<file path="config.mk">
export PLATFORM = sky130hd
export DESIGN_NAME = wave_capture_ctrl_flat
export DESIGN_NICKNAME = d
export VERILOG_FILES = /design/src/rtl/wave_capture_ctrl_pkg.sv /design/src/rtl/wave_capture_ctrl_if.sv /design/src/rtl/wave_capture_ctrl_zero_cross.sv /design/src/rtl/wave_capture_ctrl.sv /design/src/flat_wrapper.sv
export SDC_FILE = /design/constraint.sdc
export NUM_CORES = 1
export LEC_CHECK = 0
export CORE_MARGIN = 5
export CORE_UTILIZATION = 36
export DETAILED_ROUTE_END_ITERATION = 8
export PLACE_DENSITY = 0.82
export REMOVE_ABC_BUFFERS = 1
export SLEW_MARGIN = 25
export SYNTH_ARGS = -nofsm -noshare
export SYNTH_HDL_FRONTEND = slang
export SYNTH_HIERARCHICAL = 1
export SYNTH_SLANG_ARGS = --single-unit
</file>
<file path="constraint.sdc">
create_clock -name clk -period 2.1 [get_ports clk]
set_clock_uncertainty 0.15 [all_clocks]
set_input_delay 0.42 -clock clk [delete_from_list [all_inputs] [get_ports clk]]
set_output_delay 0.42 -clock clk [all_outputs]
set_load 0.01 [all_outputs]
</file>
<file path="src/rtl/wave_capture_ctrl_pkg.sv">
// Shared types and constants for the waveform capture controller.
// The state encoding is fixed so the value can be probed during bring-up.
package wave_capture_ctrl_pkg;

  typedef enum logic [1:0] {
    ARMED  = 2'd0,
    ACTIVE = 2'd1,
    WAIT   = 2'd2
  } state_t;

  localparam int FRAME_LEN      = 256;
  localparam int RAM_DEPTH_LOG2 = 9;
  localparam int DISP_W         = 8;

endpackage

</file>
<file path="src/rtl/wave_capture_ctrl_if.sv">
// Sample source, sample RAM write port and display handshake of the capture controller.
// master = surrounding system side, slave = the capture controller.
interface wave_capture_ctrl_if #(
  parameter int SAMPLE_W = 16,
  parameter int DISP_W   = 8,
  parameter int CNT_W    = 8
);
  logic                new_sample_ready;
  logic [SAMPLE_W-1:0] new_sample_in;
  logic                wave_display_idle;
  logic [CNT_W:0]      write_address;
  logic                write_enable;
  logic [DISP_W-1:0]   write_sample;
  logic                read_index;

  modport master (
    output new_sample_ready, new_sample_in, wave_display_idle,
    input  write_address, write_enable, write_sample, read_index
  );

  modport slave (
    input  new_sample_ready, new_sample_in, wave_display_idle,
    output write_address, write_enable, write_sample, read_index
  );
endinterface

</file>
<file path="src/rtl/wave_capture_ctrl_zero_cross.sv">
// Positive-going zero-crossing detector: remembers the sign of the last strobed
// sample and pulses when a negative sample is followed by a non-negative one.
module zero_cross_detect (
  input  logic clk,
  input  logic reset,
  input  logic sample_ready,
  input  logic sample_sign,
  output logic crossing
);
  logic prev_neg;

  always_ff @(posedge clk) begin
    if (reset)
      prev_neg <= 1'b0;
    else if (sample_ready)
      prev_neg <= sample_sign;
  end

  assign crossing = sample_ready & prev_neg & ~sample_sign;
endmodule

</file>
<file path="src/rtl/wave_capture_ctrl.sv">
// Captures one frame of audio into the half of the sample RAM the display is
// not reading, starting at a positive zero crossing; swaps halves in blanking.
//
// state  | meaning
// ARMED  | waiting for a positive zero crossing
// ACTIVE | writing one sample per strobe until the frame is full
// WAIT   | frame complete, waiting for display idle to swap halves
module wave_capture_ctrl #(
  parameter int SAMPLE_W = 16,
  parameter int DISP_W   = 8,
  parameter int CNT_W    = 8
) (
  input  logic                 clk,
  input  logic                 reset,
  wave_capture_ctrl_if.slave   cap
);
  import wave_capture_ctrl_pkg::*;

  state_t           state, state_nxt;
  logic [CNT_W-1:0] count, count_nxt;
  logic             read_index, read_index_nxt;
  logic             crossing;
  logic             write_enable;

  zero_cross_detect u_zero_cross (
    .clk          (clk),
    .reset        (reset),
    .sample_ready (cap.new_sample_ready),
    .sample_sign  (cap.new_sample_in[SAMPLE_W-1]),
    .crossing     (crossing)
  );

  always_ff @(posedge clk) begin
    if (reset) begin
      state      <= ARMED;
      count      <= '0;
      read_index <= 1'b0;
    end else begin
      state      <= state_nxt;
      count      <= count_nxt;
      read_index <= read_index_nxt;
    end
  end

  always_comb begin
    state_nxt      = state;
    count_nxt      = count;
    read_index_nxt = read_index;
    write_enable   = 1'b0;
    case (state)
      ARMED: begin
        // the crossing sample only starts the frame, it is not stored
        if (crossing) begin
          state_nxt = ACTIVE;
          count_nxt = '0;
        end
      end
      ACTIVE: begin
        write_enable = cap.new_sample_ready;
        if (cap.new_sample_ready) begin
          count_nxt = count + 1'b1;
          if (count == '1)
            state_nxt = WAIT;
        end
      end
      WAIT: begin
        if (cap.wave_display_idle) begin
          read_index_nxt = ~read_index;
          state_nxt      = ARMED;
        end
      end
      default: state_nxt = ARMED;
    endcase
  end

  // offset binary: flip the sign bit and keep the top magnitude bits
  assign cap.write_sample  = {~cap.new_sample_in[SAMPLE_W-1],
                              cap.new_sample_in[SAMPLE_W-2 -: DISP_W-1]};
  assign cap.write_address = {~read_index, count};
  assign cap.write_enable  = write_enable;
  assign cap.read_index    = read_index;
endmodule

</file>
<file path="src/flat_wrapper.sv">
// flat-port wrapper written by rule: the top's interface ports become plain ports
module wave_capture_ctrl_flat import wave_capture_ctrl_pkg::*;
#(
  parameter int SAMPLE_W = 16,
  parameter int DISP_W   = 8,
  parameter int CNT_W    = 8
)
  (clk, reset, cap_new_sample_ready, cap_new_sample_in, cap_wave_display_idle, cap_write_address, cap_write_enable, cap_write_sample, cap_read_index);
  wave_capture_ctrl_if #(.SAMPLE_W(SAMPLE_W), .DISP_W(DISP_W), .CNT_W(CNT_W)) cap_i ();
  input  logic clk;
  input  logic reset;
  input wire logic [$bits(cap_i.new_sample_ready)-1:0] cap_new_sample_ready;
  input wire logic [$bits(cap_i.new_sample_in)-1:0] cap_new_sample_in;
  input wire logic [$bits(cap_i.wave_display_idle)-1:0] cap_wave_display_idle;
  output wire logic [$bits(cap_i.write_address)-1:0] cap_write_address;
  output wire logic [$bits(cap_i.write_enable)-1:0] cap_write_enable;
  output wire logic [$bits(cap_i.write_sample)-1:0] cap_write_sample;
  output wire logic [$bits(cap_i.read_index)-1:0] cap_read_index;
  assign cap_i.new_sample_ready = cap_new_sample_ready;
  assign cap_i.new_sample_in = cap_new_sample_in;
  assign cap_i.wave_display_idle = cap_wave_display_idle;
  assign cap_write_address = cap_i.write_address;
  assign cap_write_enable = cap_i.write_enable;
  assign cap_write_sample = cap_i.write_sample;
  assign cap_read_index = cap_i.read_index;
  wave_capture_ctrl #(.SAMPLE_W(SAMPLE_W), .DISP_W(DISP_W), .CNT_W(CNT_W)) u_core (.clk(clk), .reset(reset), .cap(cap_i));
endmodule
</file>
Word level (Yosys, flattened, before mapping)
Cells that the tools add are included.
- bits in registers: 12
- bits of input ports: 20
- word-level logic and storage cells: 30
- reduce and logical (&&, ||, !) cells: 5
- bitwise gates (word level): 4
- eq/ne operators: 7
- mux-type cells: 9
- add/subtract/negate cells: 1
- operators with widths (kind ; count):
    $mux 8 ; 2
    $pmux 8 s2 ; 1
    $add 8x1->8 const B ; 1
    $eq 8x8->1 const B ; 1
    $mux 2 ; 4
    $pmux 2 s3 ; 1
    $ne 2x1->1 const B ; 2
    $ne 2x2->1 const B ; 2
    $reduce_and 4->1 ; 1
    $reduce_and 3->1 ; 1
    $and 1x1->1 ; 2
    $eq 2x1->1 const B ; 1
    $eq 2x2->1 const B ; 1
    $logic_not 2->1 ; 1
    $not 1->1 ; 2
    $reduce_and 2->1 ; 1
    $reduce_bool 2->1 ; 1
    $mux 1 ; 1

Depth between registers and ports, before layout
Gate-level depths: netlist of the first run.
- depth after elaboration: 4
- mapped depth: 4
- mapped depth without buffers: 4

By module
Netlist of the first run, hierarchy kept.
- modules (own cells, without submodules) (module ; cells each ; instances ; area each (um^2)):
    wave_capture_ctrl ; 69 ; 1 ; 623.1
    zero_cross_detect ; 4 ; 1 ; 43.8

Worst setup path after synthesis of the first run
OpenSTA, ideal clock, no wires.
- path kind: input to register
- from: input cap_new_sample_in[15]
- to: register u_core.count[2]
- path slack: 410 ps
- buffers on the path: 0
- data required time: 1834 ps
- stages: 4
- setup time: 116 ps
- arrival: 1425 ps
- cells stage by stage: and3b_2 or3b_2 nand2b_2 and3b_1
- cells in the longest elaborated chain, start to end: 4
- RTL lines (element ; line ; source):
    from (decl) ; flat_wrapper.sv:13 ; input wire logic [$bits(cap_i.new_sample_in)-1:0] cap_new_sample_in;
    $not 1->1 ; wave_capture_ctrl_zero_cross.sv:19 ; assign crossing = sample_ready & prev_neg & ~sample_sign;
    $and 1x1->1 ; wave_capture_ctrl_zero_cross.sv:19 ;
    $ne 2x1->1 (no source line) ; n/a ;
    $reduce_and 3->1 (no source line) ; n/a ;
    to (signal assigned) ; wave_capture_ctrl.sv:40 ; count <= count_nxt;
    to (decl) ; wave_capture_ctrl.sv:20 ; logic [CNT_W-1:0] count, count_nxt;
No other way between the ends.
A chain may end at the register's enable or synchronous reset.

Worst setup path after layout of the first run
- from: input cap_new_sample_ready
- to: output cap_write_enable
- cells in the longest elaborated chain, start to end: 1
- RTL lines (element ; line ; source):
    from (decl) ; flat_wrapper.sv:12 ; input wire logic [$bits(cap_i.new_sample_ready)-1:0] cap_new_sample_ready;
    $mux 1 ; wave_capture_ctrl.sv:50 ; case (state)
    to (decl) ; flat_wrapper.sv:16 ; output wire logic [$bits(cap_i.write_enable)-1:0] cap_write_enable;
No other way between the ends.

==> reports/results.ini, run 1 <==
[global_routing]
grt-ovfl-total = 0
grt_max_degree = 12
grt_first_pass_wirelength_mm = 2.56
grt_usage_pct = 12.6
antenna_found_initial = 0
grt_pass1_vias = 628

[placement]
post-place-ws_ps = -140
placed_cells = 112
hpwl_mm = 1.26
place.gp.congestion = 0.746
numPortBuffers = 16

[clock_tree]
cts.sinks = 12
cts-htree-levels = 1
cts_tree = yes
cts_root_buf = clkbuf_4
cts_setup_buffers = 0
cts_made_buffers = 3
clkLatencyLatePin_ps = 270
clkTransAtPathRegs_ps = 80
ctsHoldBuffers = 0
cts_buffer_depth = 2

[logic_synthesis]
syn_avg_cell_area_um2 = 9.14
ys_ff_latch = 12
syn_inst = 73
ys_types = 27
synthArstFlopShare_pct = 0
yosys_warnings = 6
ys.flop_type = dfxtp_1
synth_edf_count = 0
syn-cell-area_um2 = 667
synth-seq-area-share_pct = 36.0

[sta]
max_slew_margin_pct = 67.3
fmax_ghz = 0.502
setup_viol_count_final = 0
slew_violations = 0
finalWorstSetupSlack_ps = 106
finalCritPeriodShare_pct = 94.9
hold_viol_final = 0
period_minus_slack_ps = 1990
rsz0062_at_grt = false
worstMarginPinSlew_ps = 481
holdWs_ps = 354

[worst_setup_path]
cpMaxStageDelayCell = clkdlybuf4s50_1
criticalPathCategory = input port to primary output
r2r_slack_ps = 480
cpLargestDelayFamily = buffers and inverters
worstPathRequired_ps = 1530
path_cells = clkdlybuf4s50_1 > and3b_1 > dlygate4sd2_1
cp_max_fo = 3
crit_path_end_kind = primary output
path_buf_inv = 2
crit_arrival_ps = 1420
slowest_delay_ps = 500
cp-start-kind = input port

[cells_and_area]
syn_to_final_growth_pct = 31.5
final_nets = 113
final_cells = 116
antenna_cells = 0
drive_above_1_share_pct = 19.8

[floorplanning]
die_height_um = 53.0
initial_core_util_pct = 38.2
core_area_um2 = 1750
die_w_um = 53.0
rows = 15
dieArea_um2 = 2810
pin_count = 39

[flow_run]
cap_viol_max_count = 0

[power]
p_per_area_nw_per_um2 = 517
power_mw = 0.454
p_leak_nw = 0.315
peakVddDrop_mv = 0.351

[hold_path]
hold_class = register to register

[detailed_routing]
ant_nets = 0
routed_wl_mm = 1.64
drtIter0Drc = 9
vias = 622
drc = 0
firstDrtPassIters = 2
avgRoutedWirePerCell_um = 14.2
viasPerCell = 5.36

[run_status]
status = finished, final reports clean

==> placed cells by master, fill, tap and decap left out, types with 2 or more instances in the layout <==
cell / n
a21oi_1: 5
and3b_1: 2
buf_4: 7
clkbuf_4: 3
clkdlybuf4s50_1: 14
dfxtp_1: 12
dlygate4sd2_1: 2
inv_1: 4
mux2i_1: 3
nand2_1: 2
nand3_1: 3
nand3b_1: 4
nor2_1: 4
nor4b_1: 2
o21ai_0: 2
o31ai_1: 4
or3b_2: 3
or4_1: 3
xnor2_1: 2
==> stage by stage <==
stage | instance area, µm² | util (%) | TNS (ps)
floorplan | 599 | - | 0
global placement | 843 | 48.3 | -704
CTS | 877 | 50.3 | 0
global route | 877 | 50.3 | 0
detailed placement | 843 | 48.3 | -968
finish | 877 | 50.3 | 0
==> path summary, 6_finish.rpt <==
check / start / endpoint / cells after the start
worst min register to register: u_core/u_zero_cross/prev_neg / u_core/u_zero_cross/prev_neg / 2
worst min-delay path: u_core/u_zero_cross/prev_neg / u_core/u_zero_cross/prev_neg / 2
worst max-delay path: cap_new_sample_ready / cap_write_enable / 3
worst max register to register: u_core/u_zero_cross/prev_neg / u_core/count[2] / 4
==> power by group <==
group / internal, mW / leakage (nW) / switching [mW] / total, mW
Clock: 0.105 / 0.0210 / 0.0777 / 0.183
Sequential: 0.229 / 0.0969 / 0.00212 / 0.231
Combinational: 0.0229 / 0.198 / 0.0163 / 0.0392
==> state kept, by name, indices dropped and copies added, names as in the netlist <==
signal / count
u_core/count: 8
u_core/u_zero_cross/prev_neg: 1
u_core/state: 2
u_core/cap.read_index: 1
==> repair_timing <==
item	in CTS	in global routing
hold endpoints to repair	0	0
resized for setup	2	0
endpoints found under the setup margin	2	0
==> worst min-delay path, stage by stage, from the launching register on <==
cell and delay [ps]:
dfxtp_1 330, mux2i_1 60, nor2_1 80
==> cell usage after synthesis, drive strengths merged, types with 2 or more instances <==
cell type,count,area (µm²)
nand3b,4,30.0
inv,4,15.0
o31ai,4,30.0
buf,8,63.8
dfxtp,12,240
xnor2,2,17.5
nor4b,2,17.5
or4,3,22.5
and3b,3,27.5
or3b,3,26.3
a21oi,5,25.0
nor2,4,15.0
mux2i,4,43.8
nand3,3,15.0
o21ai,2,10.0
nand2,2,7.51
==> logic make-up (layout without fill, tap and decap cells) <==
group                    Yosys count  in the layout  synth area share, %
buffers and inverters             13             31                 12.4
AO/OA/AOI/OAI                     12             12                 11.1
XOR/XNOR                           2              2                 2.63
AND/OR/NAND/NOR                   29             29                 29.5
flip-flops                        12             12                 36.0
multiplexers                       4              4                 6.57
adder cells (fa/ha/maj)            1              1                 1.88
==> final cells by class <==
class / instances / area, µm²
fill: 177 / 868
multi-input combinational: 48 / 344
sequential: 12 / 240
timing repair buffer: 23 / 210
clock buffer: 4 / 36.3
tap: 25 / 31.3
inverter: 4 / 15.0
==> per-layer routing <==
metal  track usage, %  up-vias  part of all wire, %
met5                0        -                    0
met4             4.26        0                  1.5
met3             8.73        4                  9.4
met2             21.5       29                   50
met1             11.8      290                   39
li1                 -      299                    -
(Power assumes the default switching activity.)
==> inputs of run 2 (changes only) <==
Settings changed: CORE_MARGIN 5 to 2, CORE_UTILIZATION 36 to 35, SYNTH_HIERARCHICAL 1 to not set.
==> reports/results.ini, run 2 <==
[floorplanning]
die_w_um = 46.1
rows = 15
die_height_um = 46.1
dieArea_um2 = 2130
initial_core_util_pct = 36.7
core_area_um2 = 1690
pin_count = 39

[clock_tree]
cts_root_buf = clkbuf_4
clkTransAtPathRegs_ps = 60
ctsHoldBuffers = 0
cts.sinks = 12
cts_tree = yes
clkLatencyLatePin_ps = 280
cts_setup_buffers = 0
cts_resized = 1
cts_buffer_depth = 2
cts-htree-levels = 1
cts_made_buffers = 3

[logic_synthesis]
synth-seq-area-share_pct = 38.7
yosys_warnings = 0
netlist.area_leader.share_pct = 38.7
syn_avg_cell_area_um2 = 8.17
synth_edf_count = 0
ys.flop_type = dfxtp_1
synthTopCellsByCount = dfxtp_1 (12), nor2_1 (8), buf_4 (7)
synthArstFlopShare_pct = 0
ys_types = 25
synth_most_common_cell = dfxtp_1
yosysTopAreaCell = dfxtp_1
syn_inst = 76
synth.area.top_cells = dfxtp_1 (39%), buf_4 (8.5%), a21oi_1 (4.8%), nor2_1 (4.8%), nand3_1 (4.0%)
ys_ff_latch = 12
syn-cell-area_um2 = 621

[sta]
fmax_ghz = 0.493
period_minus_slack_ps = 2030
slew_violations = 0
max_slew_margin_pct = 68.9
worstMarginPinSlew_ps = 461
setup_viol_count_final = 0
holdWs_ps = 349
hold_viol_final = 0
finalCritPeriodShare_pct = 96.6
rsz0062_at_grt = false
setup_tns_ps = 0

[power]
p_leak_nw = 0.299
peakVddDrop_mv = 0.273
p_per_area_nw_per_um2 = 505
power_mw = 0.406

[global_routing]
grt_first_pass_wirelength_mm = 2.08
grt_pass1_vias = 496
antenna_found_initial = 0
grt-ovfl-total = 0
grt_max_degree = 9
grt_usage_pct = 14.4

[cells_and_area]
final_cell_mix = clkdlybuf4s50_1 (15), dfxtp_1 (12), nor2_1 (8)
reg.largest.list = u_core.count: 8 flops, u_core.state: 2 flops
syn_to_final_growth_pct = 29.6
fin_area_um2 = 805
largest-register = u_core.count
final_nets = 115
antenna_cells = 0
final_common_cell = clkdlybuf4s50_1
largest_reg_flops = 8
drive_above_1_share_pct = 10.9

[placement]
place_area_um2 = 783
hpwl_mm = 1.06
place.gp.congestion = 0.763
numPortBuffers = 16

[worst_setup_path]
crit_path_end_kind = primary output
criticalPathCategory = input port to primary output
cp_max_fo = 3
worstPathRequired_ps = 1530
cp-start-kind = input port
crit_arrival_ps = 1460

[run_status]
status = finished, final reports clean

[detailed_routing]
firstDrtPassIters = 4
vias = 614
drtIter0Drc = 14
routed_wl_mm = 1.42
drc = 0
viasPerCell = 5.63
ant_nets = 0
avgRoutedWirePerCell_um = 13.1

[flow_run]
cap_viol_max_count = 0

[hold_path]
hold_class = register to register

## run 2: cells by family (layout without fill, tap and decap cells)
logic type	Yosys count	in the layout	synth area share, %
AO/OA/AOI/OAI	16	16	15.3
XOR/XNOR	1	1	1.41
adder cells (fa/ha/maj)	1	1	2.02
buffers and inverters	13	29	12.1
flip-flops	12	12	38.7
multiplexers	1	1	1.61
AND/OR/NAND/NOR	32	32	28.8
## run 2: layout make-up
| type | instances | area (µm²) |
|---|---|---|
| Clock buffer | 3 | 22.5 |
| Fill cell | 171 | 885 |
| Inverter | 5 | 18.8 |
| Multi-Input combinational cell | 51 | 305 |
| Sequential cell | 12 | 240 |
| Tap cell | 17 | 21.3 |
| Timing Repair Buffer | 21 | 196 |
## run 2: critical path, cell delays in order
cell and delay [ps]:
clkdlybuf4s50_1 440, inv_1 70, clkdlybuf4s50_1 530
## run 2: stage by stage
stage / util [%] / std cells / setup slack [ps]
global placement: 46.4 / 106 / -106
finish: 47.6 / 109 / 70.6
CTS: 47.6 / 109 / 60.2
detailed placement: 46.4 / 106 / -103
floorplan: - / 68 / 607
global route: 47.6 / 109 / 34.3
## run 2: worst paths after layout
check,from,to,slack (ps),cells past startpoint
worst max-delay path,cap_new_sample_in[15],cap_write_sample[7],70,3
worst min register to register,u_core.count[1],u_core.count[1],350,2
worst min-delay path,u_core.count[1],u_core.count[1],350,2
worst max register to register,u_core.state[0],u_core.state[1],490,5
## run 2: where the power goes
part	switching (mW)	internal [mW]	leakage, nW
Clock	0.0741	0.0665	0.0138
Sequential	0.00214	0.229	0.0969
Combinational	0.0162	0.0180	0.189
Total	0.0924	0.314	0.299
## run 2: per-layer routing
layer | vias up | global-route usage [%] | part of all wire [%]
li1 | 299 | - | -
met1 | 281 | 15.4 | 41
met2 | 29 | 20.8 | 46
met3 | 5 | 9.80 | 9.8
met4 | 0 | 8.57 | 2.7
met5 | - | 0 | 0
